==> config.mk <==
export PLATFORM = sky130hd
export DESIGN_NAME = mem_access_flat
export DESIGN_NICKNAME = d
export VERILOG_FILES = /design/src/rtl/mem_access_if.sv /design/src/rtl/mem_access.sv /design/src/flat_wrapper.sv
export SDC_FILE = /design/constraint.sdc
export NUM_CORES = 1
export LEC_CHECK = 0
export ABC_AREA = 1
export BUFFER_PORTS_ARGS = -buffer_cell sky130_fd_sc_hd__buf_2
export CORE_MARGIN = 8
export CORE_UTILIZATION = 35
export CTS_CLUSTER_SIZE = 28
export DETAILED_ROUTE_END_ITERATION = 8
export PLACE_DENSITY = 0.64
export SLEW_MARGIN = 5
export SYNTH_ARGS = -nofsm -noshare
export SYNTH_HDL_FRONTEND = slang
export SYNTH_SLANG_ARGS = --single-unit
==> constraint.sdc <==
create_clock -name clk -period 1.5 [get_ports clk]
set_clock_uncertainty 0.2 [all_clocks]
set_input_delay 0.3 -clock clk [delete_from_list [all_inputs] [get_ports clk]]
set_output_delay 0.3 -clock clk [all_outputs]
set_load 0.02 [all_outputs]
==> src/rtl/mem_access_if.sv <==
// Data-memory port between the memory-access stage and the data memory.
// The stage (master) issues registered requests; the memory (slave)
// answers with read data and a one-cycle acknowledge.
interface mem_access_if;
  logic        dmem_req;
  logic        dmem_we;
  logic [31:0] dmem_addr;
  logic [31:0] dmem_wdata;
  logic [31:0] dmem_rdata;
  logic        dmem_ack;

  modport master (
    output dmem_req,
    output dmem_we,
    output dmem_addr,
    output dmem_wdata,
    input  dmem_rdata,
    input  dmem_ack
  );

  modport slave (
    input  dmem_req,
    input  dmem_we,
    input  dmem_addr,
    input  dmem_wdata,
    output dmem_rdata,
    output dmem_ack
  );
endinterface

==> src/rtl/mem_access.sv <==
// Memory-access stage of a 5-stage MIPS pipeline. Issues req/ack data
// memory accesses, stalls upstream while an access is outstanding,
// abandons an access after TIMEOUT unacknowledged cycles, resolves
// branches, and holds the MEM/WB pipeline register.
module mem_access #(
  parameter int TIMEOUT = 255,
  parameter int TW      = 8
) (
  input  logic               clk,
  input  logic               rst,
  input  logic [31:0]        res,
  input  logic [31:0]        write_data_ex,
  input  logic [4:0]         write_register_ex,
  input  logic [2:0]         m_MEM,
  input  logic [1:0]         wb_MEM,
  input  logic               zero,
  mem_access_if.master       dmem,
  output logic               stall_mem,
  output logic               pc_src,
  output logic [31:0]        read_data_wb,
  output logic [31:0]        alu_res_wb,
  output logic [4:0]         rd_WB,
  output logic [1:0]         wb_WB,
  output logic [31:0]        write_data_reg,
  output logic               misalign,
  output logic               bus_err
);

  typedef enum logic [0:0] {
    IDLE = 1'b0,
    BUSY = 1'b1
  } state_t;

  state_t          state_q, state_d;
  logic [TW-1:0]   cnt_q, cnt_d;
  logic            req_q, req_d;
  logic            we_q, we_d;
  logic [31:0]     addr_q, addr_d;
  logic [31:0]     wdata_q, wdata_d;
  logic [31:0]     rdata_wb_q, rdata_wb_d;
  logic [31:0]     alu_wb_q, alu_wb_d;
  logic [4:0]      rd_wb_q, rd_wb_d;
  logic [1:0]      wbc_wb_q, wbc_wb_d;
  logic            misalign_q, misalign_d;
  logic            bus_err_q, bus_err_d;

  logic            acc_s;
  logic            aligned_s;
  logic            timeout_s;

  assign acc_s     = m_MEM[1] | m_MEM[0];
  assign aligned_s = (res[1:0] == 2'b00);
  assign timeout_s = (cnt_q == TW'(TIMEOUT));

  // Next-state, stall and MEM/WB update logic for the IDLE/BUSY controller.
  always_comb begin
    state_d    = state_q;
    cnt_d      = cnt_q;
    req_d      = req_q;
    we_d       = we_q;
    addr_d     = addr_q;
    wdata_d    = wdata_q;
    rdata_wb_d = rdata_wb_q;
    alu_wb_d   = alu_wb_q;
    rd_wb_d    = rd_wb_q;
    wbc_wb_d   = wbc_wb_q;
    misalign_d = 1'b0;
    bus_err_d  = bus_err_q;
    stall_mem  = 1'b0;

    case (state_q)
      IDLE: begin
        if (!acc_s) begin
          // plain ALU op: single-cycle pass-through into MEM/WB
          alu_wb_d = res;
          rd_wb_d  = write_register_ex;
          wbc_wb_d = wb_MEM;
        end else if (!aligned_s) begin
          // misaligned access is dropped and replaced by a bubble
          misalign_d = 1'b1;
          wbc_wb_d   = 2'b00;
        end else begin
          // launch request; a write wins if both read and write are set
          stall_mem = 1'b1;
          req_d     = 1'b1;
          we_d      = m_MEM[0];
          addr_d    = res;
          wdata_d   = write_data_ex;
          cnt_d     = {TW{1'b0}};
          wbc_wb_d  = 2'b00;
          state_d   = BUSY;
        end
      end
      BUSY: begin
        stall_mem = ~dmem.dmem_ack & ~timeout_s;
        if (dmem.dmem_ack) begin
          // ack has priority over a coincident timeout
          if (!we_q) begin
            rdata_wb_d = dmem.dmem_rdata;
          end else begin
            rdata_wb_d = rdata_wb_q;
          end
          alu_wb_d = res;
          rd_wb_d  = write_register_ex;
          wbc_wb_d = wb_MEM;
          req_d    = 1'b0;
          state_d  = IDLE;
        end else if (timeout_s) begin
          bus_err_d = 1'b1;
          req_d     = 1'b0;
          wbc_wb_d  = 2'b00;
          state_d   = IDLE;
        end else begin
          cnt_d = cnt_q + {{(TW-1){1'b0}}, 1'b1};
        end
      end
      default: begin
        state_d = IDLE;
        req_d   = 1'b0;
      end
    endcase
  end

  // Pipeline/state registers with synchronous reset.
  always_ff @(posedge clk) begin
    if (rst) begin
      state_q    <= IDLE;
      cnt_q      <= {TW{1'b0}};
      req_q      <= 1'b0;
      we_q       <= 1'b0;
      addr_q     <= 32'h0000_0000;
      wdata_q    <= 32'h0000_0000;
      rdata_wb_q <= 32'h0000_0000;
      alu_wb_q   <= 32'h0000_0000;
      rd_wb_q    <= 5'd0;
      wbc_wb_q   <= 2'b00;
      misalign_q <= 1'b0;
      bus_err_q  <= 1'b0;
    end else begin
      state_q    <= state_d;
      cnt_q      <= cnt_d;
      req_q      <= req_d;
      we_q       <= we_d;
      addr_q     <= addr_d;
      wdata_q    <= wdata_d;
      rdata_wb_q <= rdata_wb_d;
      alu_wb_q   <= alu_wb_d;
      rd_wb_q    <= rd_wb_d;
      wbc_wb_q   <= wbc_wb_d;
      misalign_q <= misalign_d;
      bus_err_q  <= bus_err_d;
    end
  end

  assign dmem.dmem_req   = req_q;
  assign dmem.dmem_we    = we_q;
  assign dmem.dmem_addr  = addr_q;
  assign dmem.dmem_wdata = wdata_q;

  assign read_data_wb   = rdata_wb_q;
  assign alu_res_wb     = alu_wb_q;
  assign rd_WB          = rd_wb_q;
  assign wb_WB          = wbc_wb_q;
  assign misalign       = misalign_q;
  assign bus_err        = bus_err_q;

  // branch resolves only when no memory access is outstanding
  assign pc_src         = m_MEM[2] & zero & (state_q == IDLE);
  assign write_data_reg = wbc_wb_q[0] ? rdata_wb_q : alu_wb_q;

endmodule

==> src/flat_wrapper.sv <==
// flat-port wrapper written by rule: the top's interface ports become plain ports
module mem_access_flat 
#(
  parameter int TIMEOUT = 255,
  parameter int TW      = 8
)
  (clk, rst, res, write_data_ex, write_register_ex, m_MEM, wb_MEM, zero, stall_mem, pc_src, read_data_wb, alu_res_wb, rd_WB, wb_WB, write_data_reg, misalign, bus_err, dmem_dmem_req, dmem_dmem_we, dmem_dmem_addr, dmem_dmem_wdata, dmem_dmem_rdata, dmem_dmem_ack);
  mem_access_if dmem_i ();
  input  logic clk;
  input  logic rst;
  input  logic [31:0] res;
  input  logic [31:0] write_data_ex;
  input  logic [4:0] write_register_ex;
  input  logic [2:0] m_MEM;
  input  logic [1:0] wb_MEM;
  input  logic zero;
  output logic stall_mem;
  output logic pc_src;
  output logic [31:0] read_data_wb;
  output logic [31:0] alu_res_wb;
  output logic [4:0] rd_WB;
  output logic [1:0] wb_WB;
  output logic [31:0] write_data_reg;
  output logic misalign;
  output logic bus_err;
  output wire logic [$bits(dmem_i.dmem_req)-1:0] dmem_dmem_req;
  output wire logic [$bits(dmem_i.dmem_we)-1:0] dmem_dmem_we;
  output wire logic [$bits(dmem_i.dmem_addr)-1:0] dmem_dmem_addr;
  output wire logic [$bits(dmem_i.dmem_wdata)-1:0] dmem_dmem_wdata;
  input wire logic [$bits(dmem_i.dmem_rdata)-1:0] dmem_dmem_rdata;
  input wire logic [$bits(dmem_i.dmem_ack)-1:0] dmem_dmem_ack;
  assign dmem_dmem_req = dmem_i.dmem_req;
  assign dmem_dmem_we = dmem_i.dmem_we;
  assign dmem_dmem_addr = dmem_i.dmem_addr;
  assign dmem_dmem_wdata = dmem_i.dmem_wdata;
  assign dmem_i.dmem_rdata = dmem_dmem_rdata;
  assign dmem_i.dmem_ack = dmem_dmem_ack;
  mem_access #(.TIMEOUT(TIMEOUT), .TW(TW)) u_core (.clk(clk), .rst(rst), .res(res), .write_data_ex(write_data_ex), .write_register_ex(write_register_ex), .m_MEM(m_MEM), .wb_MEM(wb_MEM), .zero(zero), .dmem(dmem_i), .stall_mem(stall_mem), .pc_src(pc_src), .read_data_wb(read_data_wb), .alu_res_wb(alu_res_wb), .rd_WB(rd_WB), .wb_WB(wb_WB), .write_data_reg(write_data_reg), .misalign(misalign), .bus_err(bus_err));
endmodule
==> results of run 1 <==
## per-layer routing
| layer | GRT usage, % | part of all wire [%] |
|---|---|---|
| met2 | 35.1 | 47 |
| met5 | 0 | 0 |
| met1 | 24.6 | 40 |
| met4 | 7.83 | 1.8 |
| met3 | 9.15 | 11 |
## logic make-up (layout without fill, tap and decap cells)
logic type      count (synthesis)  in the layout
fa+ha+maj                       1              1
mux                             2              2
compound gates                207            207
flops                         148            148
buf+inv                        93            510
simple gates                  303            303
## worst reg2reg max path, cell delays in order, from the launching register on
cell and delay, ns:
dfxtp_1 0.34, nand2_1 0.09, nor2_2 0.18, nand2_2 0.11
nand2_4 0.08, nand2_4 0.06, buf_6 0.12, buf_8 0.13
nor2_1 0.08, nor2_1 0.05
## worst paths after layout
kind	slack (ns)	endpoint	cells past startpoint	from
max reg2reg	-0.04	u_core.cnt_q[5]$_SDFFE_PP0P_	9	u_core.cnt_q[6]$_SDFFE_PP0P_
max	-0.41	write_data_reg[12]	4	u_core.wb_WB[0]$_SDFFE_PP0P_
min reg2reg	0.26	u_core.dmem.dmem_addr[28]$_SDFFE_PP0P_	2	u_core.dmem.dmem_addr[28]$_SDFFE_PP0P_
min	0.02	u_core.read_data_wb[0]$_SDFFE_PP0P_	3	dmem_dmem_rdata[0]
## repair_timing
action                                  4_1_cts  5_1_grt
gates resized for setup                      66       78
gates cloned                                  1        3
buffers inserted                              6        9
hold buffers                                101        1
endpoints found under the setup margin       47      101
pin swaps                                    12        5
endpoints found under the hold margin       130        1
## flip-flops by register name (all words and copies together) (netlist names)
signal                  cells
u_core.wb_WB                2
u_core.rd_WB                5
u_core.state_q              1
u_core.cnt_q                8
u_core.read_data_wb        32
u_core.dmem.dmem_we         1
u_core.misalign             1
u_core.dmem.dmem_addr      32
u_core.dmem.dmem_wdata     32
u_core.dmem.dmem_req        1
u_core.bus_err              1
u_core.alu_res_wb          32
## power groups by stage
| stage | sequential (mW) | clock [mW] | combinational, mW |
|---|---|---|---|
| finish | 4.29 | 4.52 | 2.12 |
| global route | 4.31 | 4.78 | 2.29 |
| CTS | 4.28 | 4.62 | 2.00 |
| detailed placement | 4.36 | 0 | 1.67 |
| global placement | 4.36 | 0 | 1.66 |
| floorplan | 4.58 | 0 | 0.716 |
## cell type report
cell class,instances,share of cell area [%]
timing repair buffer,435,33.1
sequential,148,30.2
multi-input combinational,513,25.8
clock buffer,20,4.53
tap,216,2.74
inverter,44,1.85
clock inverter,11,1.79
## through the flow
stage,setup WS (ns),std cells
finish,-0.410,1387
global route,-0.482,1387
CTS,-0.437,1378
detailed placement,-0.183,1240
global placement,-0.168,1240
floorplan,-0.0303,754
## cells in the final DEF (no fill, tap or decap), types with 2 or more instances in the layout
cell type,Yosys,final
inv_4,1,2
o21ai_1,1,10
nand3_1,16,16
dfxtp_1,148,135
a21oi_4,1,3
bufinv_16,0,4
buf_12,0,10
dlygate4sd3_1,0,102
mux2_4,0,2
a21oi_2,0,36
clkbuf_1,23,2
a21oi_1,134,96
buf_6,1,29
nand2_2,2,6
nor2_4,1,2
clkinv_4,0,3
buf_4,4,60
nor2_1,122,119
dfxtp_2,0,12
inv_1,40,39
clkbuf_16,0,20
buf_2,18,229
inv_6,0,3
nor2_2,2,4
o21ai_0,68,59
nand2_1,154,146
nand2_4,1,5
==> reports/metrics.cfg, run 1 <==
[status]
outcome = finished with violations
violations = negative setup slack

[yosys]
synth-main-ff-cell = dfxtp_1
postSynthAreaPerCell_um2 = 7.50
synthArstFlopShare_pct = 0
syn_nets = 865
ys_top_cells_by_count = 154 x nand2_1, 148 x dfxtp_1, 134 x a21oi_1, 122 x nor2_1, 68 x o21ai_0
synth-seq-cells = 148
synth-simple-area-share_pct = 21.3
syn_area_um2 = 5660
synth_mux_area_share_pct = 0.398
seq_area_frac_synth_pct = 52.4
ys_types = 29
synthAdderAreaFrac_pct = 0.221
synth_xor_xnor_area_share_pct = 0
synthTopCellsByArea = dfxtp_1 52%, a21oi_1 12%, nand2_1 10%
synth_warnings = 0
yosysMostFrequentCell = nand2_1
synth_compound_area_share_pct = 18.7
yosysTopAreaCell = dfxtp_1
syn_inst = 754
synth_edf_count = 0
synth_top_family_by_area = simple AND/OR/NAND/NOR gates
synth_top_area_share_pct = 52.4

[worst_setup_path]
slowest_delay_ns = 0.43
path_max_fanout = 18
slowest_stage = dfxtp_4
crit_chain = buf_12, nor2_1, a21oi_2, buf_6
cpLargestDelayFamily = flip-flops
cp.arrival_ns = 1.41
crit_path_end_kind = output port
required_ns = 1.00
start_kind = register
worstSetupPathType = reg2out
cp.buffers_inverters = 2

[floorplanning]
start_util_pct = 35.7
ios = 283
dieArea_um2 = 20500
fp.dieH_um = 143
rows = 46
fp.dieW_um = 143
core_um2 = 15800

[power]
swShare_pct = 27.6
clkPwrFrac_pct = 41.4
p_leak_nw = 4.51
power_frac_seq_pct = 39.2
p_int_mw = 7.92
p_total_mw = 10.9
ir_worst_vdd_mv = 0.714
powerDensity_nw_per_um2 = 1110
p_comb_share_pct = 19.4
switchingPower_mw = 3.02

[cts]
htree_levels = 4
cts_root_buf = clkbuf_16
clockBufferDepth = 2
cts_tree = done
cts_buffers = 17
clock-sinks = 148
path_clk_slew_ns = 0.06
clock_latency_ns = 0.41

[cells_and_area]
syn2layout_area_growth_pct = 74.3
num_antenna_cells = 0
final-seq-area_um2 = 2980
nFillCells = 1362
utilization_pct = 62.3
drive_gt1_share_pct = 37.7
fin_area_um2 = 9860
nets = 1270
multi_input_area_um2 = 2540

[timing]
maxSlewHeadroom_pct = 75.3
setup_violations = 40
timing.hold.ws_ns = 0.0226
finalSetupTns_ns = -12.24
max_freq_ghz = 0.524
rsz0062_at_grt = true
finalCriticalPeriod_ns = 1.91
hold_viol = 0
tightestPinTransition_ns = 0.370
fin_ws_ns = -0.410
finalCritPeriodShare_pct = 127
slew_violations = 0

[grt]
grt_max_degree = 74
antenna_found_initial = 0
track_usage_pct = 21.5
grt_pass1_vias = 6507
grt_pass1_wl_um = 34600
grt-ovfl-total = 0

[routing]
routed_wl_um = 23700
ant_nets = 0
drt_iter0_markers = 331
via_count = 6573
first_pass_iters = 5
wl_per_cell_um = 17.1
drc = 0
viasPerCell = 4.74

[placed_design]
numPortBuffers = 282
gp_congestion = 0.819
place_area_um2 = 7650
dp_hpwl_um = 15200

[run]
max_cap_violations = 0

[min_path]
hold_path.class = in2reg

No activity file was read; power rests on OpenSTA's default activity.
==> run 2: changes to the inputs <==
--- a/config.mk
+++ b/config.mk
@@ -7,6 +7,7 @@
 export LEC_CHECK = 0
 export ABC_AREA = 1
 export BUFFER_PORTS_ARGS = -buffer_cell sky130_fd_sc_hd__buf_2
+export CORE_ASPECT_RATIO = 1.75
 export CORE_MARGIN = 8
 export CORE_UTILIZATION = 35
 export CTS_CLUSTER_SIZE = 28
==> run 2 against run 1 <==
The flow still finishes with violations (negative setup slack); largest power group is now sequential cells; fmax fell by 1.5%; total power is 0.74% lower; utilization is 1.6 points higher; sequential share of layout area decreased by 0.66 points; non-clock buffer count increased by 7; critical path type unchanged; critical path depth is 1 higher; final cell count is 1.3% lower; worst setup slack worse by 0.029 ns; clock-buffer cell count fell by 1; global-route usage hardly changed; routed wire length up 2.3%.
==> reports/metrics.cfg, run 2 (synthesis results as in run 1) <==
[routing]
routed_wl_um = 24300
wl_met2_um = 12600
first_pass_iters = 6
drt_iter0_markers = 422
drc = 0
wl_met3_um = 1600
via_count = 6681
wl_per_cell_um = 17.7
ant_nets = 0
wl_met1_um = 8820
viasPerCell = 4.88
top_layer = met4

[power]
powerDensity_nw_per_um2 = 1070
p_comb_share_pct = 20.9
p_leak_nw = 4.58
swShare_pct = 29.0
p_int_mw = 7.71
clkPwrFrac_pct = 39.5
switchingPower_mw = 3.15
ir_worst_vdd_mv = 0.724
power_frac_seq_pct = 39.6

[worst_setup_path]
start_kind = register
ff2ff_path_depth = 6
crit_path_end_kind = output port
r2r-end = u_core.alu_res_wb[22]$_SDFFE_PP0P_
cp.arrival_ns = 1.44
slowest_stage = dfxtp_4
worstSetupPathType = reg2out
path_max_fanout = 4
crit_chain = buf_4, clkbuf_16, nor2_2, a21oi_4, buf_6
required_ns = 1.00
r2r_start = u_core.state_q$_SDFF_PP0_
slowest_delay_ns = 0.36
r2r_slack_ns = 0.01

[floorplanning]
ios = 283
fp.dieH_um = 184
dieArea_um2 = 20700
start_util_pct = 35.6
fp.dieW_um = 112
core_um2 = 15900
rows = 61

[cells_and_area]
nets = 1277
drive_gt1_share_pct = 40.7
final_common_cell = buf_2
final_cell_mix = 220 x buf_2, 150 x nand2_1, 122 x dfxtp_1, 102 x a21oi_1, 101 x dlygate4sd3_1
syn2layout_area_growth_pct = 79.4
nFillCells = 1318
finalNonFillerCells = 1369

[grt]
antenna_found_initial = 1
grt-ovfl-total = 0
track_usage_pct = 21.5
grt_pass1_vias = 6631
grt_max_degree = 52
grt_pass1_wl_um = 35300

[cts]
cts_tree = done
clockBufferDepth = 2
htree_levels = 4
cts_buffers = 17
clock-sinks = 148
clock_latency_ns = 0.42
cts_root_buf = clkbuf_16
path_clk_slew_ns = 0.06

[timing]
fin_ws_ns = -0.440
setup_violations = 35
slew_violations = 0
finalCriticalPeriod_ns = 1.94
hold_viol = 0
finalCritPeriodShare_pct = 129
max_freq_ghz = 0.516
tightestPinTransition_ns = 0.283
rsz0062_at_grt = true
maxSlewHeadroom_pct = 81.2

[min_path]
whs_path_depth = 3
hold_path.class = in2reg
min_from = dmem_dmem_rdata[28]
hold_end = u_core.read_data_wb[28]$_SDFFE_PP0P_

[run]
max_cap_violations = 0

[status]
violations = negative setup slack
outcome = finished with violations

[placed_design]
dp_hpwl_um = 15100
numPortBuffers = 282
dp_slack_ns = -0.206
gp_congestion = 0.833
dp.cells = 1216

run 2: layout make-up:
type | count | area [um^2] | share of cell area (%)
multi-input cells | 513 | 2720 | 26.8
well taps | 189 | 236 | 2.33
inverters | 44 | 178 | 1.75
clock inverters | 12 | 129 | 1.27
flip-flops and latches | 148 | 3000 | 29.6
repair buffers | 442 | 3430 | 33.8
clock buffers | 19 | 454 | 4.47
diodes | 2 | 5.00 | 0.0493
run 2: metal layers:
layer	vias up	track usage (%)
met1	3079	22.4
met4	0	13.5
li1	3261	-
met5	-	0
met3	73	6.13
met2	268	37.7
run 2: worst max-delay path: cells and delay by family (launching register included):
kind,cells,cell delay [ns]
AO/OA/AOI/OAI,1,0.04
buffers and inverters,3,0.46
flip-flops,1,0.36
AND/OR/NAND/NOR,1,0.16
run 2: worst max-delay path by stage:
| stage | endpoint | depth (start not counted) | startpoint | slack (ns) |
|---|---|---|---|---|
| after global placement | u_core.alu_res_wb[30]$_SDFFE_PP0P_ | 7 | m_MEM[0] | -0.20 |
| after CTS | write_data_reg[3] | 4 | u_core.wb_WB[0]$_SDFFE_PP0P_ | -0.44 |
| after detailed placement | u_core.alu_res_wb[30]$_SDFFE_PP0P_ | 7 | m_MEM[0] | -0.21 |
| final | write_data_reg[8] | 5 | u_core.wb_WB[0]$_SDFFE_PP0P_ | -0.44 |
| after floorplan | write_data_reg[0] | 3 | u_core.wb_WB[0]$_SDFFE_PP0P_ | -0.03 |
| after global routing | write_data_reg[8] | 5 | u_core.wb_WB[0]$_SDFFE_PP0P_ | -0.48 |
run 2: timing repair:
item / 4_1_cts / 5_1_grt
hold buffers: 101 / 0
gates resized for setup: 77 / 117
pin swaps: 18 / 8
setup buffers: 4 / 12
hold endpoints to repair: 131 / 0
endpoints found under the setup margin: 55 / 154
gates cloned: 2 / 6
run 2: power by group through the flow:
stage               registers, mW  clock network (mW)  logic, mW
floorplan                    4.58                   0      0.716
global placement             4.35                   0       1.67
detailed placement           4.35                   0       1.68
CTS                          4.28                4.36       2.06
global route                 4.32                4.53       2.42
finish                       4.30                4.29       2.27
run 2: per-stage QoR:
| stage | util (%) | setup TNS [ns] | hold WS, ns | cell area [um^2] | power, mW |
|---|---|---|---|---|---|
| finish | 64.0 | -13.32 | 0.0101 | 10200 | 10.9 |
| CTS | 60.6 | -14.01 | 0.00698 | 9630 | 10.7 |
| global route | 63.9 | -15.57 | 0.00898 | 10100 | 11.3 |
| detailed placement | 48.4 | -14.53 | 0.247 | 7690 | 6.03 |
| global placement | 48.4 | -13.49 | 0.241 | 7690 | 6.02 |
| floorplan | - | -0.910 | 0.235 | 5810 | 5.30 |
==> run 3: changes to the inputs <==
--- a/config.mk
+++ b/config.mk
@@ -9,10 +9,10 @@
 export BUFFER_PORTS_ARGS = -buffer_cell sky130_fd_sc_hd__buf_2
 export CORE_ASPECT_RATIO = 1.75
 export CORE_MARGIN = 8
-export CORE_UTILIZATION = 35
+export CORE_UTILIZATION = 41
 export CTS_CLUSTER_SIZE = 28
 export DETAILED_ROUTE_END_ITERATION = 8
-export PLACE_DENSITY = 0.64
+export PLACE_DENSITY = 0.74
 export SLEW_MARGIN = 5
 export SYNTH_ARGS = -nofsm -noshare
 export SYNTH_HDL_FRONTEND = slang
==> run 3 against run 2 <==
The flow still finishes with violations (negative setup slack); first-iteration DRC count fell by 27%; via count rose by 2.3%; non-clock buffer count fell by 5; sequential power barely moved; sequential cell count did not move; clock-buffer cell count did not move; fmax rose by 0.71%; die area fell by 13%; critical path depth did not move; combinational power barely moved; final cell count fell by 1.1%; final area fell by 0.73%.
==> reports/metrics.cfg, run 3 (synthesis results as in run 1) <==
[status]
outcome = finished with violations
violations = negative setup slack

[min_path]
hold_path.class = in2reg

[worst_setup_path]
worstSetupPathType = reg2out
path_max_fanout = 9
crit_path_end_kind = output port
cp.arrival_ns = 1.43
required_ns = 1.00
start_kind = register

[timing]
hold_viol = 0
finalCriticalPeriod_ns = 1.93
max_freq_ghz = 0.519
fin_ws_ns = -0.426
rsz0062_at_grt = true
maxSlewHeadroom_pct = 74.4
finalSetupTns_ns = -13.34
setup_violations = 36
tightestPinTransition_ns = 0.384
timing.hold.ws_ns = 0.0194
finalCritPeriodShare_pct = 128
slew_violations = 0

[grt]
track_usage_pct = 24.2
grt_max_degree = 74
antenna_found_initial = 2
grt_pass1_vias = 6855
grt_pass1_wl_um = 35100
grt-ovfl-total = 0

[floorplanning]
rows = 57
fp.dieH_um = 171
ios = 283
fp.dieW_um = 105
core_um2 = 13700
start_util_pct = 41.3
dieArea_um2 = 18000

[cells_and_area]
final_common_cell = buf_2
nFillCells = 929
nets = 1272
finalNonFillerCells = 1354
final_cell_mix = 222 x buf_2, 150 x nand2_1, 125 x dfxtp_1, 100 x dlygate4sd3_1, 99 x a21oi_1
syn2layout_area_growth_pct = 78.1
drive_gt1_share_pct = 41.2
fin_area_um2 = 10100
utilization_pct = 73.6

[placed_design]
place_area_um2 = 7630
numPortBuffers = 282
gp_congestion = 0.834
dp_hpwl_um = 14600
dp.cells = 1203
dp_slack_ns = -0.221

[cts]
htree_levels = 4
cts_tree = done
cts_root_buf = clkbuf_16
clock_latency_ns = 0.41
clockBufferDepth = 2
cts_buffers = 17
clock-sinks = 148
path_clk_slew_ns = 0.07

[power]
p_comb_share_pct = 21.3
p_leak_nw = 4.55
power_frac_seq_pct = 40.4
p_int_mw = 7.42
ir_worst_vdd_mv = 0.894
p_total_mw = 10.7
powerDensity_nw_per_um2 = 1060
switchingPower_mw = 3.24
clkPwrFrac_pct = 38.3
swShare_pct = 30.4

[routing]
routed_wl_um = 24300
viasPerCell = 5.05
drt_iter0_markers = 310
wl_per_cell_um = 18.0
ant_nets = 0
first_pass_iters = 5
drc = 0
via_count = 6834

[run]
max_cap_violations = 0

## run 3: area by class of cell
type	instances	area, um^2	area share, %
Timing Repair Buffer	437	3350	33.2
Sequential cell	148	3000	29.7
Multi-Input combinational cell	513	2760	27.4
Clock buffer	19	453	4.49
Tap cell	177	221	2.20
Inverter	44	180	1.79
Clock inverter	13	113	1.12
Antenna cell	3	7.51	0.0745
## run 3: routing by layer
metal,global-route usage [%],vias to the layer above,part of all wire (%)
met1,24.5,3172,36
met3,7.24,73,6.6
met4,13.0,0,3.9
met5,0,-,0
met2,43.7,337,53
li1,-,3252,-
## run 3: worst max-delay path: stages, from the launching register on
cell,delay [ns]
dfxtp_4,0.36
buf_12,0.15
buf_12,0.15
nor2_2,0.17
a21oi_4,0.05
buf_6,0.14
## run 3: worst paths after layout
| path | from | to | slack (ns) | depth (start not counted) |
|---|---|---|---|---|
| max | u_core.wb_WB[0]$_SDFFE_PP0P_ | write_data_reg[11] | -0.43 | 5 |
| min | dmem_dmem_rdata[29] | u_core.read_data_wb[29]$_SDFFE_PP0P_ | 0.02 | 3 |
| max reg2reg | u_core.state_q$_SDFF_PP0_ | u_core.read_data_wb[12]$_SDFFE_PP0P_ | 0 | 6 |
| min reg2reg | u_core.dmem.dmem_addr[1]$_SDFFE_PP0P_ | u_core.dmem.dmem_addr[1]$_SDFFE_PP0P_ | 0.26 | 2 |
## run 3: power groups by stage
| stage | clock [mW] | sequential, mW | combinational, mW |
|---|---|---|---|
| after floorplan | 0 | 4.58 | 0.716 |
| after global placement | 0 | 4.35 | 1.65 |
| after detailed placement | 0 | 4.35 | 1.66 |
| after CTS | 4.15 | 4.27 | 2.03 |
| after global routing | 4.32 | 4.33 | 2.41 |
| final | 4.09 | 4.31 | 2.28 |
## run 3: what timing repair did
action                                  in CTS  in global routing
gates cloned                                 2                  3
gates resized for setup                     76                138
hold endpoints to repair                   130                  0
endpoints found under the setup margin      57                133
pin swaps                                   15                 17
hold buffers                               100                  0
buffers inserted                             6                  8
